`src/rtl/sega_joy_pkg.sv`:
```
// Shared constants, pin layout and small helpers for the DB9 Sega pad reader.
package sega_joy_pkg;

  localparam int unsigned PIN_W  = 6;
  localparam int unsigned WORD_W = 12;
  localparam int unsigned DIR_W  = 4;

  // Scan step numbers within one frame; everything from ST_IDLE upwards is idle.
  localparam int unsigned ST_SEL_LO0     = 0;
  localparam int unsigned ST_SEL_HI0     = 1;
  localparam int unsigned ST_SAMPLE_DPAD = 2;
  localparam int unsigned ST_SAMPLE_SA   = 3;
  localparam int unsigned ST_SEL_LO2     = 4;
  localparam int unsigned ST_SIX_CHK     = 5;
  localparam int unsigned ST_SAMPLE_XYZ  = 6;
  localparam int unsigned ST_IDLE        = 7;

  // Bit positions in the 12-bit button word {M,X,Y,Z,S,A,C,B,R,L,D,U}.
  localparam int unsigned JB_U = 0;
  localparam int unsigned JB_D = 1;
  localparam int unsigned JB_L = 2;
  localparam int unsigned JB_R = 3;
  localparam int unsigned JB_B = 4;
  localparam int unsigned JB_C = 5;
  localparam int unsigned JB_A = 6;
  localparam int unsigned JB_S = 7;
  localparam int unsigned JB_Z = 8;
  localparam int unsigned JB_Y = 9;
  localparam int unsigned JB_X = 10;
  localparam int unsigned JB_M = 11;

  localparam logic [WORD_W-1:0] RELEASED = 12'hFFF;

  // Raw DB9 pin bundle as presented on joy*_i.
  typedef struct packed {
    logic p9;
    logic p6;
    logic right;
    logic left;
    logic down;
    logic up;
  } pad_pins_t;

  // Direction nibble {R,L,D,U}; on a 6-button pad these pins carry {M,X,Y,Z} in the
  // high phase after the third low phase.
  function automatic logic [DIR_W-1:0] pad_dirs(input pad_pins_t p);
    return {p.right, p.left, p.down, p.up};
  endfunction

  // Select level driven after the tick of a given step.
  function automatic logic sel_after_step(input int unsigned step);
    logic lvl;
    lvl = 1'b1;
    case (step)
      ST_SEL_LO0, ST_SAMPLE_DPAD, ST_SEL_LO2, ST_SAMPLE_XYZ: lvl = 1'b0;
      ST_SEL_HI0, ST_SAMPLE_SA, ST_SIX_CHK, ST_IDLE:         lvl = 1'b1;
      default:                                               lvl = 1'b1;
    endcase
    return lvl;
  endfunction

endpackage

```
`src/rtl/sega_pad_decode.sv`:
```
// Per-pad input synchroniser, 6-button detection and button word register.
module sega_pad_decode
  import sega_joy_pkg::*;
#(
  parameter int unsigned STEP_W = 8
) (
  input  logic              clk,
  input  logic              reset,
  input  logic              tick_i,
  input  logic [STEP_W-1:0] step_i,
  input  logic [PIN_W-1:0]  pins_i,
  output logic [WORD_W-1:0] word_o,
  output logic              six_o
);

  logic [PIN_W-1:0]  sync1_q, sync1_d;
  logic [PIN_W-1:0]  sync2_q, sync2_d;
  logic              six_flag_q, six_flag_d;
  logic              six_q, six_d;
  logic [WORD_W-1:0] word_q, word_d;
  pad_pins_t         pins_c;

  assign pins_c = pad_pins_t'(sync2_q);

  // Next-state: synchroniser shift plus step-specific sampling on the scan tick.
  always_comb begin
    sync1_d    = pins_i;
    sync2_d    = sync1_q;
    six_flag_d = six_flag_q;
    six_d      = six_q;
    word_d     = word_q;
    if (tick_i) begin
      case (step_i)
        STEP_W'(ST_SAMPLE_DPAD): begin
          word_d[JB_C] = pins_c.p9;
          word_d[JB_B] = pins_c.p6;
          word_d[JB_R] = pins_c.right;
          word_d[JB_L] = pins_c.left;
          word_d[JB_D] = pins_c.down;
          word_d[JB_U] = pins_c.up;
          six_flag_d   = 1'b0;
        end
        STEP_W'(ST_SAMPLE_SA): begin
          // L and R both low only happens on a Mega Drive pad in the low phase.
          if (!pins_c.right && !pins_c.left) begin
            word_d[JB_S] = pins_c.p9;
            word_d[JB_A] = pins_c.p6;
          end else begin
            word_d[JB_S] = 1'b1;
            word_d[JB_A] = 1'b1;
          end
        end
        STEP_W'(ST_SIX_CHK): begin
          // Third low phase: a 6-button pad pulls all four directions low.
          if (pad_dirs(pins_c) == '0) begin
            six_flag_d = 1'b1;
          end
        end
        STEP_W'(ST_SAMPLE_XYZ): begin
          if (six_flag_q) begin
            word_d[JB_M] = pins_c.right;
            word_d[JB_X] = pins_c.left;
            word_d[JB_Y] = pins_c.down;
            word_d[JB_Z] = pins_c.up;
          end else begin
            word_d[JB_M] = 1'b1;
            word_d[JB_X] = 1'b1;
            word_d[JB_Y] = 1'b1;
            word_d[JB_Z] = 1'b1;
          end
          six_d = six_flag_q;
        end
        default: begin
        end
      endcase
    end
  end

  // State registers with synchronous reset.
  always_ff @(posedge clk) begin
    if (reset) begin
      sync1_q    <= '1;
      sync2_q    <= '1;
      six_flag_q <= 1'b0;
      six_q      <= 1'b0;
      word_q     <= RELEASED;
    end else begin
      sync1_q    <= sync1_d;
      sync2_q    <= sync2_d;
      six_flag_q <= six_flag_d;
      six_q      <= six_d;
      word_q     <= word_d;
    end
  end

  assign word_o = word_q;
  assign six_o  = six_q;

endmodule

```
`src/rtl/sega_joy_reader.sv`:
```
// Two-pad DB9 Sega reader: scan timing, shared select line and frame strobe.
module sega_joy_reader
  import sega_joy_pkg::*;
#(
  parameter int unsigned TICK_DIV = 1536,
  parameter int unsigned STEPS    = 256
) (
  input  logic              clk,
  input  logic              reset,
  input  logic [PIN_W-1:0]  joy1_i,
  input  logic [PIN_W-1:0]  joy2_i,
  output logic              p7_o,
  output logic [WORD_W-1:0] joy1_o,
  output logic [WORD_W-1:0] joy2_o,
  output logic              six1_o,
  output logic              six2_o,
  output logic              frame_o
);

  localparam int unsigned PRE_W  = $clog2(TICK_DIV);
  localparam int unsigned STEP_W = $clog2(STEPS);

  logic [PRE_W-1:0]  prescaler_q, prescaler_d;
  logic [STEP_W-1:0] step_q, step_d;
  logic              p7_q, p7_d;
  logic              frame_q, frame_d;
  logic              tick_c;

  assign tick_c = (prescaler_q == PRE_W'(TICK_DIV - 1));

  // Next-state: prescaler, step counter, select level and frame strobe.
  always_comb begin
    prescaler_d = prescaler_q + PRE_W'(1);
    step_d      = step_q;
    p7_d        = p7_q;
    frame_d     = 1'b0;
    if (tick_c) begin
      prescaler_d = '0;
      step_d      = (step_q == STEP_W'(STEPS - 1)) ? '0 : step_q + STEP_W'(1);
      p7_d        = sel_after_step(32'(step_q));
      frame_d     = (step_q == STEP_W'(ST_SAMPLE_XYZ));
    end
  end

  // Timing registers with synchronous reset.
  always_ff @(posedge clk) begin
    if (reset) begin
      prescaler_q <= '0;
      step_q      <= '0;
      p7_q        <= 1'b1;
      frame_q     <= 1'b0;
    end else begin
      prescaler_q <= prescaler_d;
      step_q      <= step_d;
      p7_q        <= p7_d;
      frame_q     <= frame_d;
    end
  end

  sega_pad_decode #(
    .STEP_W (STEP_W)
  ) u_pad1 (
    .clk    (clk),
    .reset  (reset),
    .tick_i (tick_c),
    .step_i (step_q),
    .pins_i (joy1_i),
    .word_o (joy1_o),
    .six_o  (six1_o)
  );

  sega_pad_decode #(
    .STEP_W (STEP_W)
  ) u_pad2 (
    .clk    (clk),
    .reset  (reset),
    .tick_i (tick_c),
    .step_i (step_q),
    .pins_i (joy2_i),
    .word_o (joy2_o),
    .six_o  (six2_o)
  );

  assign p7_o    = p7_q;
  assign frame_o = frame_q;

endmodule

```
`config.mk`:
```
export PLATFORM = sky130hd
export DESIGN_NAME = sega_joy_reader
export DESIGN_NICKNAME = d
export VERILOG_FILES = /design/src/rtl/sega_joy_pkg.sv /design/src/rtl/sega_pad_decode.sv /design/src/rtl/sega_joy_reader.sv
export SDC_FILE = /design/constraint.sdc
export NUM_CORES = 1
export LEC_CHECK = 0
export CAP_MARGIN = 40
export CELL_PAD_IN_SITES_DETAIL_PLACEMENT = 0
export CELL_PAD_IN_SITES_GLOBAL_PLACEMENT = 2
export CORE_MARGIN = 1
export CORE_UTILIZATION = 30
export CTS_CLUSTER_DIAMETER = 50
export DETAILED_ROUTE_END_ITERATION = 10
export GPL_TIMING_DRIVEN = 0
export MAX_ROUTING_LAYER = met4
export PLACE_DENSITY_LB_ADDON = 0.1
export SLEW_MARGIN = 20
export SYNTH_ARGS = -nofsm -noshare
export SYNTH_HDL_FRONTEND = slang
export SYNTH_SLANG_ARGS = --single-unit
```
`constraint.sdc`:
```
create_clock -name clk -period 3.8 [get_ports clk]
set_input_delay 0.95 -clock clk [delete_from_list [all_inputs] [get_ports clk]]
set_output_delay 0.95 -clock clk [all_outputs]
set_load 0.05 [all_outputs]
```
==> impl_metrics.ini <==
[run_status]
outcome = finished clean

[clocking]
cts_resized = 0
htreeDepth = 3
clkSinkCount = 74
cts-root-buf = clkbuf_8
numCtsBuffers = 9
cts_tree = built
postCtsHoldBufs = 0
clk_latency_ps = 340
path_clk_slew_ps = 80
postCtsSetupBuffers = 0
clockBufferDepth = 2

[timing]
setup_viol = 0
max_clock_freq_mhz = 401
post-route-period-util_pct = 65.6
whs_ps = 409
drv_slew = 0
maxSlewHeadroom_pct = 57.6
fin_worst_skew_ps = 10.9
finalSetupTns_ps = 0
period_needed_ps = 2490
rsz0062_at_grt = no
hold_viol = 0
worst_pin_slew_ps = 636

[global_route]
track_usage_pct = 14.7
busiest_layer = met1
grt_max_degree = 14
use_met3_pct = 2.72
use_met2_pct = 20.3
antenna_found_initial = 0
grt_pass1_wl_um = 10700
grt-ovfl-total = 0
grt_pass1_vias = 2073
grt_use_met1_pct = 20.4

[drt]
drt_iter0_markers = 57
ant_nets = 0
firstDrtPassIters = 4
drc = 0
wirelength_um = 6710
vias_per_cell = 4.62
routedWlPerCell_um = 14.1
dr_total_vias = 2205

[logic_synthesis]
synth_flop_cell = dfxtp_1
async_reset_ff_share_pct = 0
synth_nets = 311
yosysUniqueCellTypes = 38
ys_seq_area_share_pct = 51.6
syn_area_um2 = 2870
synth-edff-count = 0
synthCells = 293
ys_ff_latch = 74
ys_warn_count = 0
avgSynthCellArea_um2 = 9.80

[place]
hpwl_um = 4610
dp.cells = 462
port_buffers = 40
gp_congestion = 0.701

[worst_setup_path]
worstSetupPathType = flop to primary output
r2r-end = u_pad2.word_o[3]$_SDFFE_PP1P_
critical_path_buf_inv_count = 1
cp.arrival_ps = 1540
reg2reg_slack_ps = 1380
critPathMaxStageDelay_ps = 820
ff2ff_path_depth = 6
cp-startpoint = u_pad2.word_o[3]$_SDFFE_PP1P_
required_ps = 2850
crit_chain = clkdlybuf4s50_1
critical_path.slowest_cell = clkdlybuf4s50_1
cp_max_fo = 2
path_depth = 1
path_delay_family = buffers and inverters
r2r_start = prescaler_q[0]$_SDFF_PP0_
start_kind = flop
endpoint_kind = primary output
crit_end = joy2_o[3]

[power_and_ir_drop]
fin_total_pwr_mw = 1.52
leakage_nw = 1.31
vdd_drop_max_mv = 0.198
power_density_nw_per_um2 = 417

[layout]
antenna-diode-count = 0
finalNonFillerCells = 477
nets = 362
layout_commonest_cell = dfxtp_1
drive_above_1_share_pct = 12.9
mostFrequentLayoutCells = dfxtp_1, nor2_1, clkdlybuf4s50_1
syn2layout_area_growth_pct = 27.0

[die]
fp.dieW_um = 99.8
num_io_pins = 42
die-area_um2 = 9960
die_y_um = 99.8
coreArea_um2 = 9240
rows = 35
initial_core_util_pct = 31.1

[job]
cap_violations = 0

[worst_hold_path]
min_path_type = flop to flop
worst min path at each step:
stage                                            start  depth (start not counted)                           to
after floorplan           u_pad1.sync1_q[0]$_SDFF_PP1_                          1  u_pad1.pins_c[0]$_SDFF_PP1_
after CTS                 u_pad2.sync1_q[0]$_SDFF_PP1_                          1  u_pad2.pins_c[0]$_SDFF_PP1_
after global routing      u_pad2.sync1_q[4]$_SDFF_PP1_                          1  u_pad2.pins_c[4]$_SDFF_PP1_
after detailed placement  u_pad1.sync1_q[5]$_SDFF_PP1_                          1  u_pad1.pins_c[5]$_SDFF_PP1_
final                     u_pad2.sync1_q[0]$_SDFF_PP1_                          1  u_pad2.pins_c[0]$_SDFF_PP1_
after global placement    u_pad1.sync1_q[5]$_SDFF_PP1_                          1  u_pad1.pins_c[5]$_SDFF_PP1_
state kept, by name, summed over array words and instances (netlist names), named ones only:
register / flops
u_pad1.six_flag_q: 1
u_pad2.sync1_q: 6
u_pad1.pins_c: 6
step_q: 8
u_pad1.sync1_q: 6
p7_o: 1
frame_o: 1
u_pad1.six_o: 1
u_pad2.pins_c: 6
u_pad2.word_o: 12
u_pad2.six_o: 1
prescaler_q: 11
u_pad2.six_flag_q: 1
u_pad1.word_o: 12
kinds of logic (layout without fill, tap and decap cells):
family | Yosys count | after routing | share of synthesized area (%)
adders and majority gates | 4 | 4 | 1.74
AOI/OAI and AO/OA | 25 | 25 | 5.10
DFF | 74 | 74 | 51.6
muxes | 25 | 25 | 8.76
buffers and inverters | 18 | 73 | 2.75
and+or+nand+nor | 138 | 138 | 27.3
xor gates and xnor gates | 9 | 9 | 2.75
area by class of cell:
| class | count | area, um2 |
|---|---|---|
| Clock inverter | 6 | 90.1 |
| Inverter | 2 | 7.51 |
| Multi-Input combinational cell | 201 | 1310 |
| Fill cell | 952 | 5590 |
| Tap cell | 129 | 161 |
| Timing Repair Buffer | 40 | 400 |
| Sequential cell | 74 | 1480 |
| Buffer | 16 | 71.3 |
| Clock buffer | 9 | 124 |
metrics by stage:
step,cell area (um2),setup slack [ps],util [%]
floorplan,2870,1720,-
global placement,3430,1390,37.1
detailed placement,3430,1380,37.1
CTS,3650,1310,39.5
global route,3650,1210,39.5
finish,3650,1310,39.5
cells in the mapped netlist, types with 5 or more instances:
| library cell | number | share of area, % |
|---|---|---|
| dfxtp_1 | 74 | 52 |
| nor2_1 | 42 | 5.5 |
| mux2i_1 | 24 | 8.4 |
| or2_2 | 24 | 5.2 |
| clkbuf_1 | 14 | 1.8 |
| a21oi_1 | 12 | 2.1 |
| nor3_1 | 9 | 1.6 |
| nor3b_1 | 9 | 2.4 |
| nand3_1 | 8 | 1.4 |
| nand4_1 | 8 | 1.7 |
| nand2_1 | 7 | 0.92 |
| nor4_1 | 7 | 1.5 |
| xor2_1 | 7 | 2.1 |
| o21ai_0 | 6 | 1.0 |
| and4_1 | 5 | 1.5 |
| or3_1 | 5 | 1.1 |
per-layer routing:
metal	wire (um)	up-vias	share of wire [%]
met4	119	0	1.8
met3	169	7	2.5
met1	3620	1034	54
met2	2800	37	42
li1	-	1127	-
met5	0	-	0
power by group:
part | internal, mW | switching (mW) | leakage, nW
sequential | 0.789 | 0.00918 | 0.604
combinational | 0.0243 | 0.0252 | 0.602
clock | 0.369 | 0.304 | 0.106
total | 1.18 | 0.339 | 1.31
Power figures use the tool's default switching activity.
